[src/rtl/pipe_ctrl_pkg.sv]
// Shared encodings for the pipeline stall/flush scheduler.
// The FSM states and the hard-wired zero register number live here.
package pipe_ctrl_pkg;

  typedef enum logic [1:0] {
    ST_RUN      = 2'b00,
    ST_MEM_WAIT = 2'b01,
    ST_REDIR    = 2'b10,
    ST_UNUSED   = 2'b11
  } state_e;

  localparam logic [4:0] REG_X0 = 5'd0;

endpackage

[src/rtl/sat_counter.sv]
// Up-counter that sticks at all-ones instead of wrapping.
// Used for the stall and flush performance counters.
module sat_counter #(
  parameter int W = 32
) (
  input  logic         clk,
  input  logic         reset,
  input  logic         inc,
  output logic [W-1:0] count
);

  logic [W-1:0] r_count;

  always_ff @(posedge clk or posedge reset) begin
    if (reset) begin
      r_count <= '0;
    end else if (inc && (r_count != {W{1'b1}})) begin
      r_count <= r_count + 1'b1;
    end
  end

  assign count = r_count;

endmodule

[src/rtl/pipeline_stall_ctrl.sv]
// Stall/flush scheduler for the 5-stage RV32I pipeline.
// Handles data-memory waits, EX-resolved redirects, load-use hazards and fetch waits.
module pipeline_stall_ctrl
  import pipe_ctrl_pkg::*;
#(
  parameter int          CNT_W       = 32,
  parameter int unsigned MEM_TIMEOUT = 0
) (
  input  logic             clk,
  input  logic             reset,
  input  logic [4:0]       RS1_ID,
  input  logic [4:0]       RS2_ID,
  input  logic             RS1used_ID,
  input  logic             RS2used_ID,
  input  logic [4:0]       RD_EX,
  input  logic             MemRead_EX,
  input  logic             BrTaken_EX,
  input  logic             imem_ready,
  input  logic             dmem_req_MA,
  input  logic             dmem_ready,
  output logic             stall_IF,
  output logic             stall_ID,
  output logic             stall_EX,
  output logic             stall_MA,
  output logic             flush_ID,
  output logic             flush_EX,
  output logic             flush_WB,
  output logic [1:0]       state,
  output logic [CNT_W-1:0] stall_cnt,
  output logic [CNT_W-1:0] flush_cnt,
  output logic             mem_err
);

  localparam logic [31:0] TIMEOUT_V = 32'(MEM_TIMEOUT);

  state_e      r_state;
  logic        r_redirPend;
  logic [31:0] r_waitCnt;
  logic        r_memErr;

  state_e      w_next;
  logic        w_lu;
  logic        w_dataWait;
  logic        w_setPend;
  logic        w_clrPend;
  logic        w_stallIF, w_stallID, w_stallEX, w_stallMA;
  logic        w_flushID, w_flushEX, w_flushWB;
  logic        w_waiting;
  logic [31:0] w_waitInc;

  assign w_lu = MemRead_EX && (RD_EX != REG_X0) &&
                ((RS1used_ID && (RS1_ID == RD_EX)) ||
                 (RS2used_ID && (RS2_ID == RD_EX)));
  assign w_dataWait = dmem_req_MA && !dmem_ready;

  always_ff @(posedge clk or posedge reset) begin
    if (reset) begin
      r_state     <= ST_RUN;
      r_redirPend <= 1'b0;
    end else begin
      r_state <= w_next;
      if (w_setPend) begin
        r_redirPend <= 1'b1;
      end else if (w_clrPend) begin
        r_redirPend <= 1'b0;
      end
    end
  end

  // MEM_WAIT holds regardless of dmem_req_MA; only dmem_ready releases it.
  always_comb begin
    w_next    = r_state;
    w_setPend = 1'b0;
    w_clrPend = 1'b0;
    w_stallIF = 1'b0;
    w_stallID = 1'b0;
    w_stallEX = 1'b0;
    w_stallMA = 1'b0;
    w_flushID = 1'b0;
    w_flushEX = 1'b0;
    w_flushWB = 1'b0;
    if ((r_state == ST_MEM_WAIT) && !dmem_ready) begin
      {w_stallIF, w_stallID, w_stallEX, w_stallMA, w_flushWB} = 5'b11111;
      w_next = ST_MEM_WAIT;
    end else if ((r_state == ST_MEM_WAIT) && r_redirPend) begin
      w_flushID = 1'b1;
      w_clrPend = 1'b1;
      w_next    = ST_REDIR;
    end else if (r_state == ST_REDIR) begin
      if (w_dataWait) begin
        {w_stallIF, w_stallID, w_stallEX, w_stallMA, w_flushWB} = 5'b11111;
        w_setPend = 1'b1;
        w_next    = ST_MEM_WAIT;
      end else begin
        w_flushID = 1'b1;
        if (!imem_ready) begin
          w_stallIF = 1'b1;
        end else begin
          w_next = ST_RUN;
        end
      end
    end else if ((r_state == ST_RUN) || (r_state == ST_MEM_WAIT)) begin
      w_next = ST_RUN;
      if (w_dataWait) begin
        {w_stallIF, w_stallID, w_stallEX, w_stallMA, w_flushWB} = 5'b11111;
        w_next = ST_MEM_WAIT;
      end else if (BrTaken_EX) begin
        w_flushID = 1'b1;
        w_flushEX = 1'b1;
        if (!imem_ready) begin
          w_stallIF = 1'b1;
          w_next    = ST_REDIR;
        end
      end else if (w_lu) begin
        w_stallIF = 1'b1;
        w_stallID = 1'b1;
        w_flushEX = 1'b1;
      end else if (!imem_ready) begin
        w_stallIF = 1'b1;
        w_flushID = 1'b1;
      end
    end else begin
      w_next = ST_RUN;
    end
  end

  assign w_waiting = (r_state == ST_MEM_WAIT) && !dmem_ready;
  assign w_waitInc = (r_waitCnt == 32'hFFFF_FFFF) ? r_waitCnt : r_waitCnt + 32'd1;

  always_ff @(posedge clk or posedge reset) begin
    if (reset) begin
      r_waitCnt <= '0;
      r_memErr  <= 1'b0;
    end else begin
      if (w_waiting) begin
        r_waitCnt <= w_waitInc;
        if ((TIMEOUT_V != 32'd0) && (w_waitInc >= TIMEOUT_V)) begin
          r_memErr <= 1'b1;
        end
      end else if (r_state == ST_MEM_WAIT) begin
        r_waitCnt <= '0;
      end
    end
  end

  // Reset forces every control output low without waiting for a clock edge.
  assign stall_IF = w_stallIF && !reset;
  assign stall_ID = w_stallID && !reset;
  assign stall_EX = w_stallEX && !reset;
  assign stall_MA = w_stallMA && !reset;
  assign flush_ID = w_flushID && !reset;
  assign flush_EX = w_flushEX && !reset;
  assign flush_WB = w_flushWB && !reset;
  assign state    = r_state;
  assign mem_err  = r_memErr;

  sat_counter #(.W(CNT_W)) u_stallCnt (
    .clk   (clk),
    .reset (reset),
    .inc   (stall_IF),
    .count (stall_cnt)
  );

  sat_counter #(.W(CNT_W)) u_flushCnt (
    .clk   (clk),
    .reset (reset),
    .inc   (flush_ID || flush_EX),
    .count (flush_cnt)
  );

endmodule

[config.mk]
export PLATFORM = sky130hd
export DESIGN_NAME = pipeline_stall_ctrl
export DESIGN_NICKNAME = d
export VERILOG_FILES = /design/src/rtl/pipe_ctrl_pkg.sv /design/src/rtl/sat_counter.sv /design/src/rtl/pipeline_stall_ctrl.sv
export SDC_FILE = /design/constraint.sdc
export NUM_CORES = 1
export LEC_CHECK = 0
export CORE_MARGIN = 2
export CORE_UTILIZATION = 37
export DETAILED_ROUTE_END_ITERATION = 7
export GPL_TIMING_DRIVEN = 0
export SLEW_MARGIN = 20
export SYNTH_ARGS = -nofsm -noshare
export SYNTH_HDL_FRONTEND = slang
export SYNTH_SLANG_ARGS = --single-unit
export TNS_END_PERCENT = 5
[constraint.sdc]
create_clock -name clk -period 10.1 [get_ports clk]
set_input_delay 2.02 -clock clk [delete_from_list [all_inputs] [get_ports clk]]
set_output_delay 2.02 -clock clk [all_outputs]
set_load 0.02 [all_outputs]
[Word-level counts from Yosys, hierarchy flattened]
Index checks and enable logic that the tools add are counted.
Storage, ports and cells
  register bits after elaboration: 67
  logic and storage cells: 86
Operators by class
  muxes and demuxes: 51
  reduce and logical (&&, ||, !) cells: 22
  equal/unequal tests: 7
  add/sub/neg operators: 2
Operators with widths (number)
  adder 32 x 1 -> 32 bit, second input constant: 2
  inequality test 32 bit, second input constant: 2
  2-to-1 mux 1 bit: 42
  2-to-1 mux 2 bit: 9
  logical AND 1 bit: 14
  == test 5 bit: 2
  inequality test 5 bit, second input constant: 1
  nonzero test 5 bit: 1
  logical OR 1 bit: 3
  == test 2 x 1 -> 1 bit, second input constant: 1
  == test 2 bit, second input constant: 1
  logical NOT 1 bit: 2
  logical NOT 2 bit: 1
  nonzero test 2 bit: 1

[Logic depth before layout (Yosys ltp)]
Gate-level depths: netlist (run 1).
  word-level depth: 14
  gate-level depth with buffers: 10
  gate-level depth less buffers: 8

[Cells and area by module]
Synthesis (run 1) repeated with hierarchy kept, for this count alone.
Second synthesis, totals
  cells, all modules: 354
  area, all modules: 3686.0 µm²
By module, submodules not included
  sat_counter (u_stallCnt): area each 1647.8 µm², cells each 151, sequential area each 800.8 µm², instances 1
  sat_counter (u_flushCnt): area each 1561.5 µm², cells each 139, sequential area each 800.8 µm², instances 1
  pipeline_stall_ctrl: area each 476.7 µm², cells each 64, sequential area each 75.1 µm², instances 1

[Least setup slack after synthesis (run 1)]
OpenSTA, ideal clock, no wires.
  path type: in2out
  from: in reset
  to: out stall_IF
  setup slack: 3.775 ns
  required time: 8.080 ns
  stages: 5
  data arrival time: 4.305 ns
  cells stage by stage: inv_1 > o21ai_1 > nor4_1 > a21boi_2 > inv_1
On the way
  longest elaborated chain between the ends: 2
RTL lines
  start: declaration: RTL line pipeline_stall_ctrl.sv:10  | input logic reset,
  logical NOT 1 bit (no line)
  logical AND 1 bit: RTL line pipeline_stall_ctrl.sv:147  | assign stall_IF = w_stallIF && !reset;
  end: declaration: RTL line pipeline_stall_ctrl.sv:21  | output logic stall_IF,
No other way between the ends.

[Worst setup path in the final report (run 1)]
  from: in RD_EX[1]
  to: out flush_ID
On the way
  longest elaborated chain between the ends: 12
  elaborated cells between the ends (all ways): 16
  those cells by class: eq/ne: 2; mux: 7; reduce/logical: 7
RTL lines
  start: declaration: RTL line pipeline_stall_ctrl.sv:15  | input logic [4:0] RD_EX,
  == test 5 bit (on tied branches): RTL line pipeline_stall_ctrl.sv:52, pipeline_stall_ctrl.sv:53
  logical AND 1 bit (on tied branches): RTL line pipeline_stall_ctrl.sv:52, pipeline_stall_ctrl.sv:53
  logical OR 1 bit: RTL line pipeline_stall_ctrl.sv:52  | ((RS1used_ID && (RS1_ID == RD_EX)) ||
  logical AND 1 bit (*): RTL line pipeline_stall_ctrl.sv:51  | assign w_lu = MemRead_EX && (RD_EX != REG_X0) &&
  2-to-1 mux 1 bit (*): RTL line pipeline_stall_ctrl.sv:114  | end else if (w_lu) begin
  2-to-1 mux 1 bit (*): RTL line pipeline_stall_ctrl.sv:107  | end else if (BrTaken_EX) begin
  2-to-1 mux 1 bit (*): RTL line pipeline_stall_ctrl.sv:104  | if (w_dataWait) begin
  2-to-1 mux 1 bit (*): RTL line pipeline_stall_ctrl.sv:102  | end else if ((r_state == ST_RUN) || (r_state == ST_MEM_WAIT)) begin
  2-to-1 mux 1 bit (*): RTL line pipeline_stall_ctrl.sv:89  | end else if (r_state == ST_REDIR) begin
  2-to-1 mux 1 bit (*): RTL line pipeline_stall_ctrl.sv:85  | end else if ((r_state == ST_MEM_WAIT) && r_redirPend) begin
  2-to-1 mux 1 bit (*): RTL line pipeline_stall_ctrl.sv:82  | if ((r_state == ST_MEM_WAIT) && !dmem_ready) begin
  logical AND 1 bit (*): RTL line pipeline_stall_ctrl.sv:151  | assign flush_ID = w_flushID && !reset;
  end: declaration: RTL line pipeline_stall_ctrl.sv:25  | output logic flush_ID,
Every way passes the cells marked *; elsewhere a longest branch is shown, timed or not.

==> results.toml, run 1 <==
[run_status]
outcome = "complete, no violations"

[place]
dpl.hpwl_um = 6170
place_area_um2 = 4730
gp_congestion = 0.748
portBuffers = 96

[detailed_routing]
drt_pass1_iterations = 4
detail_route.wl_per_cell_um = 14.8
route.detailed.drc = 0
wl_um = 8540
via_per_inst = 5.07
drtIter0Drc = 67
ant_nets = 0
vias = 2928

[critical_path]
crit_start = "RD_EX[1]"
path_max_fanout = 6
worstSetupEndpointType = "primary output"
reg2reg_from = "u_flushCnt.count[0]$_DFFE_PP0P_"
rrSetupSlack_ps = 7760
reg2reg_depth = 10
crit_type = "input pin to primary output"
r2r_end = "u_flushCnt.count[19]$_DFFE_PP0P_"
cp-start-kind = "input pin"
required_ps = 8080
crit_arrival_ps = 4330

[timing]
slew_headroom = 0.416
finalClockSkew_ps = 7.80
rsz0062_at_grt = "false"
period_minus_slack_ps = 6350
setup_violations = 0
final.setup.tns_ps = 0
finalMaxSlewViolations = 0
tightest_slew_ps = 869
hold_viol_final = 0
max_clock_freq_mhz = 158
finalCritPeriodShare = 0.628

[synth]
synth_fp_nets = 363
ys_warn_count = 1
syn-cell-area_um2 = 3580
syn_inst = 337
synth_cell_type_count = 53
synth_seq_cells = 67
post-synth-top-area-fraction = 0.469
synth_top_area_cell = "dfrtp_1"
syn_avg_cell_area_um2 = 10.6
ys_seq_area_frac = 0.469
ys_top_cells_by_area = "dfrtp_1 47%, xnor2_1 15%, nand4_1 5.2%"

[floorplanning]
core-area_um2 = 9330
fp.dieH_um = 102
die_area_um2 = 10500
rows = 35
die_x_um = 102
io_pins = 98
initial_core_util = 0.384

[layout]
n_antenna_cell = 0
syn_to_final_growth_pct = 37.3
final_area_um2 = 4910
finalNetCount = 471
drive_gt1_frac = 0.116

[clock_tree]
cts_buffers = 9
clock_latency_ps = 340
ctsHoldBuffers = 0
cts.clk_slew.worst_paths_ps = 80
htreeDepth = 3
post_cts_buffers = 0
cts_root_buffer = "clkbuf_8"
clock_sinks = 67
cts_resized = 0
cts_tree = "built"
clockBufferDepth = 2

[power]
worst_ir_drop_vdd_uv = 153
pwr_density_cell_nw_per_um2 = 154
leakagePower_nw = 2.01
finalPower_uw = 757

[run]
maxCapViolCount = 0

[grt]
grt_pass1_wl_um = 14100
overflow = 0
grtUsageTotal = 0.172
grt_max_degree = 53
antenna_found_initial = 0
first_global_vias = 2946

[worst_hold_path]
min_delay_path_depth = 1
hold_path_class = "flop to flop"
hold_path_end = "u_stallCnt.count[24]$_DFFE_PP0P_"
min_from = "u_stallCnt.count[24]$_DFFE_PP0P_"
## logic make-up after synthesis
logic type | synth area share
other | 0.00105
AO/OA/AOI/OAI | 0.0601
adder cells (fa/ha/maj) | 0.00699
multiplexers | 0.0136
flip-flops | 0.469
XOR/XNOR | 0.169
AND/OR/NAND/NOR | 0.245
buffers and inverters | 0.0353
## stage by stage
stage | hold WS (ps) | cells | worst slack (ps) | util
after floorplan | 531 | 337 | 3780 | -
after global placement | 481 | 562 | 1950 | 0.504
after detailed placement | 483 | 563 | 3740 | 0.507
after CTS | 498 | 578 | 3730 | 0.527
after global routing | 517 | 578 | 3630 | 0.527
final | 496 | 578 | 3750 | 0.527
## report_power, final
group          switching [mW]  total, mW  internal, mW
Clock                   0.100      0.211         0.111
Combinational           0.103      0.207         0.104
Sequential             0.0421      0.339         0.297
Total                   0.246      0.757         0.511
## cell usage after synthesis (all sizes together)
cell type and count:
xor2 8, o41ai 1, nor3 7, buf 11, a21bo 1, o22ai 2
a21oi 6, nor2 16, a22o 1, inv 10, and2 1, a31oi 1
xnor2 61, a211oi 2, o21a 3, mux2 4, nand2b 5, or4 1
nand3 28, o31ai 1, a21o 1, dfrtp 67, nand2 23, and4 5
conb 1, nor4b 1, nand4 32, ha 2, or2 1, and3 14
o21ai 8, and2b 2, nor4 3, a21boi 2, nor2b 2, nand3b 2
and4b 1
## how the worst max path moves through the flow
stage	endpoint	slack, ps	cells after the start
2_1_floorplan	stall_IF	3780	5
3_3_place_gp	stall_IF	1950	7
3_5_place_dp	flush_ID	3740	7
4_1_cts	flush_ID	3730	7
5_1_grt	flush_ID	3630	7
6_report	flush_ID	3750	7
## worst max-delay path, cell delays in order
cell and delay, ps:
clkdlybuf4s50_1 470, or4_1 540, o21ai_1 160, nand2b_1 270, o21a_1 150, o21a_1 110
clkdlybuf4s50_1 600
## metal layers
metal	vias to the layer above	track usage	wire, µm
met3	8	0.0616	479
met4	0	0.0472	71
met1	1444	0.218	3830
li1	1406	-	-
met2	70	0.279	4160
met5	-	0	0
## layout make-up
type / instances / area, µm²
Buffer: 11 / 88.8
Clock buffer: 9 / 124
Clock inverter: 6 / 57.6
Fill cell: 871 / 4420
Inverter: 10 / 40.0
Multi-Input combinational cell: 249 / 1780
Sequential cell: 67 / 1680
Tap cell: 129 / 161
Timing Repair Buffer: 97 / 988
## sequential cells by signal, summed over array words and instances (netlist names)
signal,flops
u_flushCnt.count,32
u_stallCnt.count,32
state,2
r_redirPend,1
## cells in the final DEF, fill, tap and decap left out, types with 2 or more instances in the layout
cell type / count
clkdlybuf4s50_1: 96
dfrtp_1: 67
xnor2_1: 61
nand4_1: 30
nand3_1: 27
nand2_1: 23
nor2_1: 15
and3_1: 14
inv_1: 9
clkbuf_8: 9
xor2_1: 8
buf_4: 6
a21oi_1: 5
nand2b_1: 5
nor3_2: 5
and4_1: 4
o21ai_1: 4
o21ai_0: 4
clkinv_2: 4
buf_6: 3
o21a_1: 3
o22ai_1: 2
buf_2: 2
a21boi_2: 2
and2b_1: 2
nand3b_1: 2
mux2_2: 2
nand4_2: 2
ha_1: 2
(Power assumes the default switching activity.)
==> run 2, diff against run 1 <==
- PLACE_DENSITY: not set -> 0.67
- clock period: 10.1 -> 5.7 ns (I/O delays scaled with it)
==> results.toml, run 2 (synthesis results as in run 1) <==
[run_status]
outcome = "complete, no violations"

[clock_tree]
cts_buffers = 9
clock_latency_ps = 350
post_cts_buffers = 0
cts_tree = "built"
ctsHoldBuffers = 0
cts_resized = 0
cts.clk_slew.worst_paths_ps = 80
htreeDepth = 3
clockBufferDepth = 2
cts_root_buffer = "clkbuf_8"
clock_sinks = 67

[detailed_routing]
vias = 2925
wl_um = 8340
drtIter0Drc = 74
detail_route.wl_per_cell_um = 14.4
drt_pass1_iterations = 6
via_per_inst = 5.05
ant_nets = 0
route.detailed.drc = 0

[critical_path]
required_ps = 4560
crit_type = "input pin to primary output"
cp-start-kind = "input pin"
path_max_fanout = 6
worstSetupEndpointType = "primary output"
reg2reg_depth = 10
crit_arrival_ps = 3480

[timing]
setup_violations = 0
hold_viol_final = 0
finalCritPeriodShare = 0.811
finalClockSkew_ps = 13.6
slew_headroom = 0.433
layout_setup_ws_ps = 1080
max_clock_freq_mhz = 216
tightest_slew_ps = 844
finalMaxSlewViolations = 0
period_minus_slack_ps = 4620
rsz0062_at_grt = "false"

[grt]
grtUsageTotal = 0.167
antenna_found_initial = 0
grt_max_degree = 38
first_global_vias = 2906
overflow = 0
grt_pass1_wl_um = 13800

[power]
swShare = 0.318
p_clk_frac = 0.319
pwr-share-seq = 0.423
leakagePower_nw = 2.02
pwr_density_cell_nw_per_um2 = 286
power_frac_comb = 0.259
finalPower_mw = 1.42
p_int_uw = 967
power_switching_uw = 450
worst_ir_drop_vdd_uv = 286

[run]
maxCapViolCount = 0

[layout]
syn_to_final_growth_pct = 38.3
n_fill_cell = 841
final_cell_mix = "96 x clkdlybuf4s50_1, 67 x dfrtp_1, 61 x xnor2_1"
finalNetCount = 471
final_area_um2 = 4950
drive_gt1_frac = 0.118
fin_cells = 579
fin_util = 0.531
final_common_cell = "clkdlybuf4s50_1"
n_antenna_cell = 0

[floorplanning]
initial_core_util = 0.384
die_area_um2 = 10500
fp.dieH_um = 102
rows = 35
core-area_um2 = 9330
die_x_um = 102
io_pins = 98

[place]
gp_congestion = 0.810
place_area_um2 = 4720
place_ws_ps = 1070
dpl.hpwl_um = 6090
dp.cells = 563
portBuffers = 96

[worst_hold_path]
hold_path_class = "flop to flop"
min_delay_path_depth = 1
-- run 2: cell count changes in the layout (fill, tap and decap cells not counted), sizes merged --
| cell | before | now |
|---|---|---|
| clkinv | 4 | 2 |
| bufinv | 1 | 2 |
| clkbuf | 9 | 10 |
| clkinvlp | 1 | 2 |
-- run 2: path summary, 6_finish.rpt --
kind                                                   from                               end  slack (ps)
setup / recovery                                   RD_EX[1]                          flush_ID        1080
hold / removal             u_stallCnt.count[26]$_DFFE_PP0P_  u_stallCnt.count[26]$_DFFE_PP0P_         500
setup reg to reg            u_flushCnt.count[0]$_DFFE_PP0P_  u_flushCnt.count[23]$_DFFE_PP0P_        3370
hold reg to reg            u_stallCnt.count[26]$_DFFE_PP0P_  u_stallCnt.count[26]$_DFFE_PP0P_         500
max in group asynchronous                             reset   u_flushCnt.count[0]$_DFFE_PP0P_        3930
min in group asynchronous                             reset              state[0]$_DFFE_PP0P_        1230
-- run 2: stage by stage --
stage	hold slack, ps	setup TNS, ps
2_1_floorplan	531	0
3_5_place_dp	483	0
4_1_cts	498	0
5_1_grt	524	0
6_report	495	0
3_3_place_gp	480	-1630
-- run 2: worst max-delay path, cell delays in order --
cell and delay, ps:
clkdlybuf4s50_1 470, or4_1 550, o21ai_1 170, nand2b_1 290
o21a_1 150, o21a_1 110, clkdlybuf4s50_1 600
-- run 2: cell type report --
class / instances / area, µm² / area share
multi-input combinational: 249 / 1780 / 0.359
sequential: 67 / 1680 / 0.339
timing repair buffer: 97 / 981 / 0.198
tap: 129 / 161 / 0.0326
clock buffer: 10 / 138 / 0.0278
clock inverter: 6 / 88.8 / 0.0179
buffer: 11 / 88.8 / 0.0179
inverter: 10 / 40.0 / 0.00809
-- run 2: per-layer routing --
metal | vias to the layer above | wire length (µm) | GRT usage
met5 | - | 0 | 0
met4 | 0 | 105 | 0.0585
met3 | 12 | 518 | 0.0506
met2 | 89 | 4050 | 0.278
met1 | 1419 | 3670 | 0.207
li1 | 1405 | - | -
-- run 2: power groups by stage --
stage | Clock, mW | Sequential (mW) | Combinational [mW]
final | 0.451 | 0.599 | 0.367
after detailed placement | 0 | 0.606 | 0.369
after CTS | 0.463 | 0.598 | 0.371
after floorplan | 0 | 0.651 | 0.152
after global placement | 0 | 0.605 | 0.364
after global routing | 0.482 | 0.608 | 0.395
==> edit: new RTL, settings of run 1 <==
Set the package constant `REG_X0` to 5'd1 (it was 5'd0).
--- a/src/rtl/pipe_ctrl_pkg.sv
+++ b/src/rtl/pipe_ctrl_pkg.sv
@@ -11,3 +11,3 @@
 
-  localparam logic [4:0] REG_X0 = 5'd0;
+  localparam logic [4:0] REG_X0 = 5'd1;
 
Formal check against the unedited RTL: not equivalent (a bounded check fails within 4 cycles, from zero or initial values and one cycle with reset high).
==> edit against run 1 <==
Critical endpoint is now stall_IF; area after synthesis grew 3.8%; first-iteration DRC count is 43% higher; power increased by 9.2%; worst setup slack lost 0.50 ns; via count is 6.5% higher; critical path type unchanged; final area rose by 2.4%; synthesized cell count rose by 10%; wire length increased by 4.7%; sequential cell count did not move; sequential share of layout area decreased by 0.81 points.
==> edit: results (changes against run 1) <==
- Status: completed
- GP Congestion: 0.8227 (+10%)
- HP Start: u_flushCnt.count[16]$_DFFE_PP0P_
- Vias: 3,117 (+6.5%)
- Post-CTS setup buffer count: 0 (unchanged)
- Top post-synthesis cells by count: 67 x dfrtp_1, 47 x xor2_1, 29 x nand2_1, 24 x nand4_1, 23 x nor3_1
- Hold Crit Class: register to register
- Reg2reg start: u_stallCnt.count[0]$_DFFE_PP0P_
- Nets: 506 (+7.4%)
- Aggregate global-route resource usage: 17.15% (-0.035 points)
- Pre-antenna DRT Iters: 4 (unchanged)
- Post-CTS sizing: 0 (unchanged)
- Final Skew: 0.008376 ns (+0.0005720 ns)
- Root buf cell: clkbuf_8
- Syn Nets: 398 (+9.6%)
- Total Wirelength: 8939 µm (+4.7%)
- Largest net degree at the start of global routing: 37 (-30%)
- DRT iter0 DRCs: 96 (+43%)
- Worst path max stage delay: 0.55 ns (-0.05 ns)
- Ranking of synthesized cells by area: dfrtp_1 45%, xor2_1 11%, xnor2_1 5.2%
- VDD IR-drop max: 158.8 µV (+3.5%)
- CP startpoint: RD_EX[2]
- Post-DP HPWL: 6560 µm (+6.4%)
- Clock Latency Late Sink: 0.34 ns (about the same)
- Post-synthesis async set-or-reset flop share: 100.0% (unchanged)
- First-pass GRT wire length: 15,300 µm (+8.5%)
- Worst Path Max Fanout: 10 (+4)
- Max-slew headroom: 56.14% (+15 points)
- Post-synthesis sequential area ratio: 45.15% (-1.7 points)
- Critical-path top delay cell: clkdlybuf4s50_1
- Share of cells above drive strength 1: 10.10% (-1.5 points)
- CTS clk-pin slew, worst paths: roughly 0.070 ns
- Leak: 2.122 nW (+5.7%)
- WP data arrival: 4.83 ns (+0.50 ns)
- Synth cell types: 51 (-3.8%)
## edit: power by group
part	internal [mW]	leakage (nW)	switching (mW)	total [mW]
registers	0.311	0.851	0.0570	0.368
clock network	0.0875	0.0770	0.106	0.194
logic	0.129	1.19	0.137	0.265
## edit: kinds of logic (layout without fill, tap and decap cells)
| group | Yosys count | after routing | share of synthesized area [%] |
|---|---|---|---|
| and+or+nand+nor | 176 | 176 | 27.53 |
| xor gates and xnor gates | 69 | 69 | 16.27 |
| DFF | 67 | 67 | 45.15 |
| buffers and inverters | 28 | 141 | 4.481 |
| AOI/OAI and AO/OA | 26 | 26 | 4.886 |
| muxes | 3 | 3 | 0.9096 |
| adders and majority gates | 2 | 2 | 0.6737 |
| other | 1 | 1 | 0.1010 |
## edit: per-layer routing
metal  track usage [%]  vias up  wire length, µm
met1             22.90     1459             4152
met3             3.383       16              383
met5                 0        -                0
li1                  -     1550                -
met2             28.10       92             4273
met4             5.405        0              129
## edit: final timing paths
check,slack (ns),cells after the start,endpoint
setup / recovery,3.25,8,stall_IF
hold / removal,0.49,1,u_flushCnt.count[16]$_DFFE_PP0P_
setup reg to reg,7.39,8,u_stallCnt.count[14]$_DFFE_PP0P_
hold reg to reg,0.49,1,u_flushCnt.count[16]$_DFFE_PP0P_
max in group asynchronous,7.43,3,u_stallCnt.count[30]$_DFFE_PP0P_
min in group asynchronous,2.14,2,u_flushCnt.count[2]$_DFFE_PP0P_
## edit: metrics by stage
stage | power, mW | cell area, µm² | utilization (%) | std cells | setup WS [ns]
after floorplan | 0.5068 | 3714 | - | 372 | 3.635
after global placement | 0.6362 | 4841 | 49.53 | 601 | 1.756
after detailed placement | 0.6391 | 4863 | 49.76 | 602 | 3.203
after CTS | 0.8390 | 5032 | 51.48 | 618 | 3.196
after global routing | 0.8774 | 5032 | 51.48 | 618 | 3.061
final | 0.8267 | 5032 | 51.48 | 618 | 3.250
## edit: worst max-delay path, delay by kind of cell
kind,cells,cell delay [ns]
simple gates,2,0.64
compound gates,2,0.63
buf+inv,4,1.54
## edit: final cells by class
cell class                 instances  area (µm²)
inverter                          12       47.55
clock buffer                       9       123.9
multi-input combinational        277        1871
sequential                        67        1677
timing repair buffer              97       980.9
clock inverter                     7       45.04
buffer                            16       121.4
fill                             937        4742
tap                              133       166.4
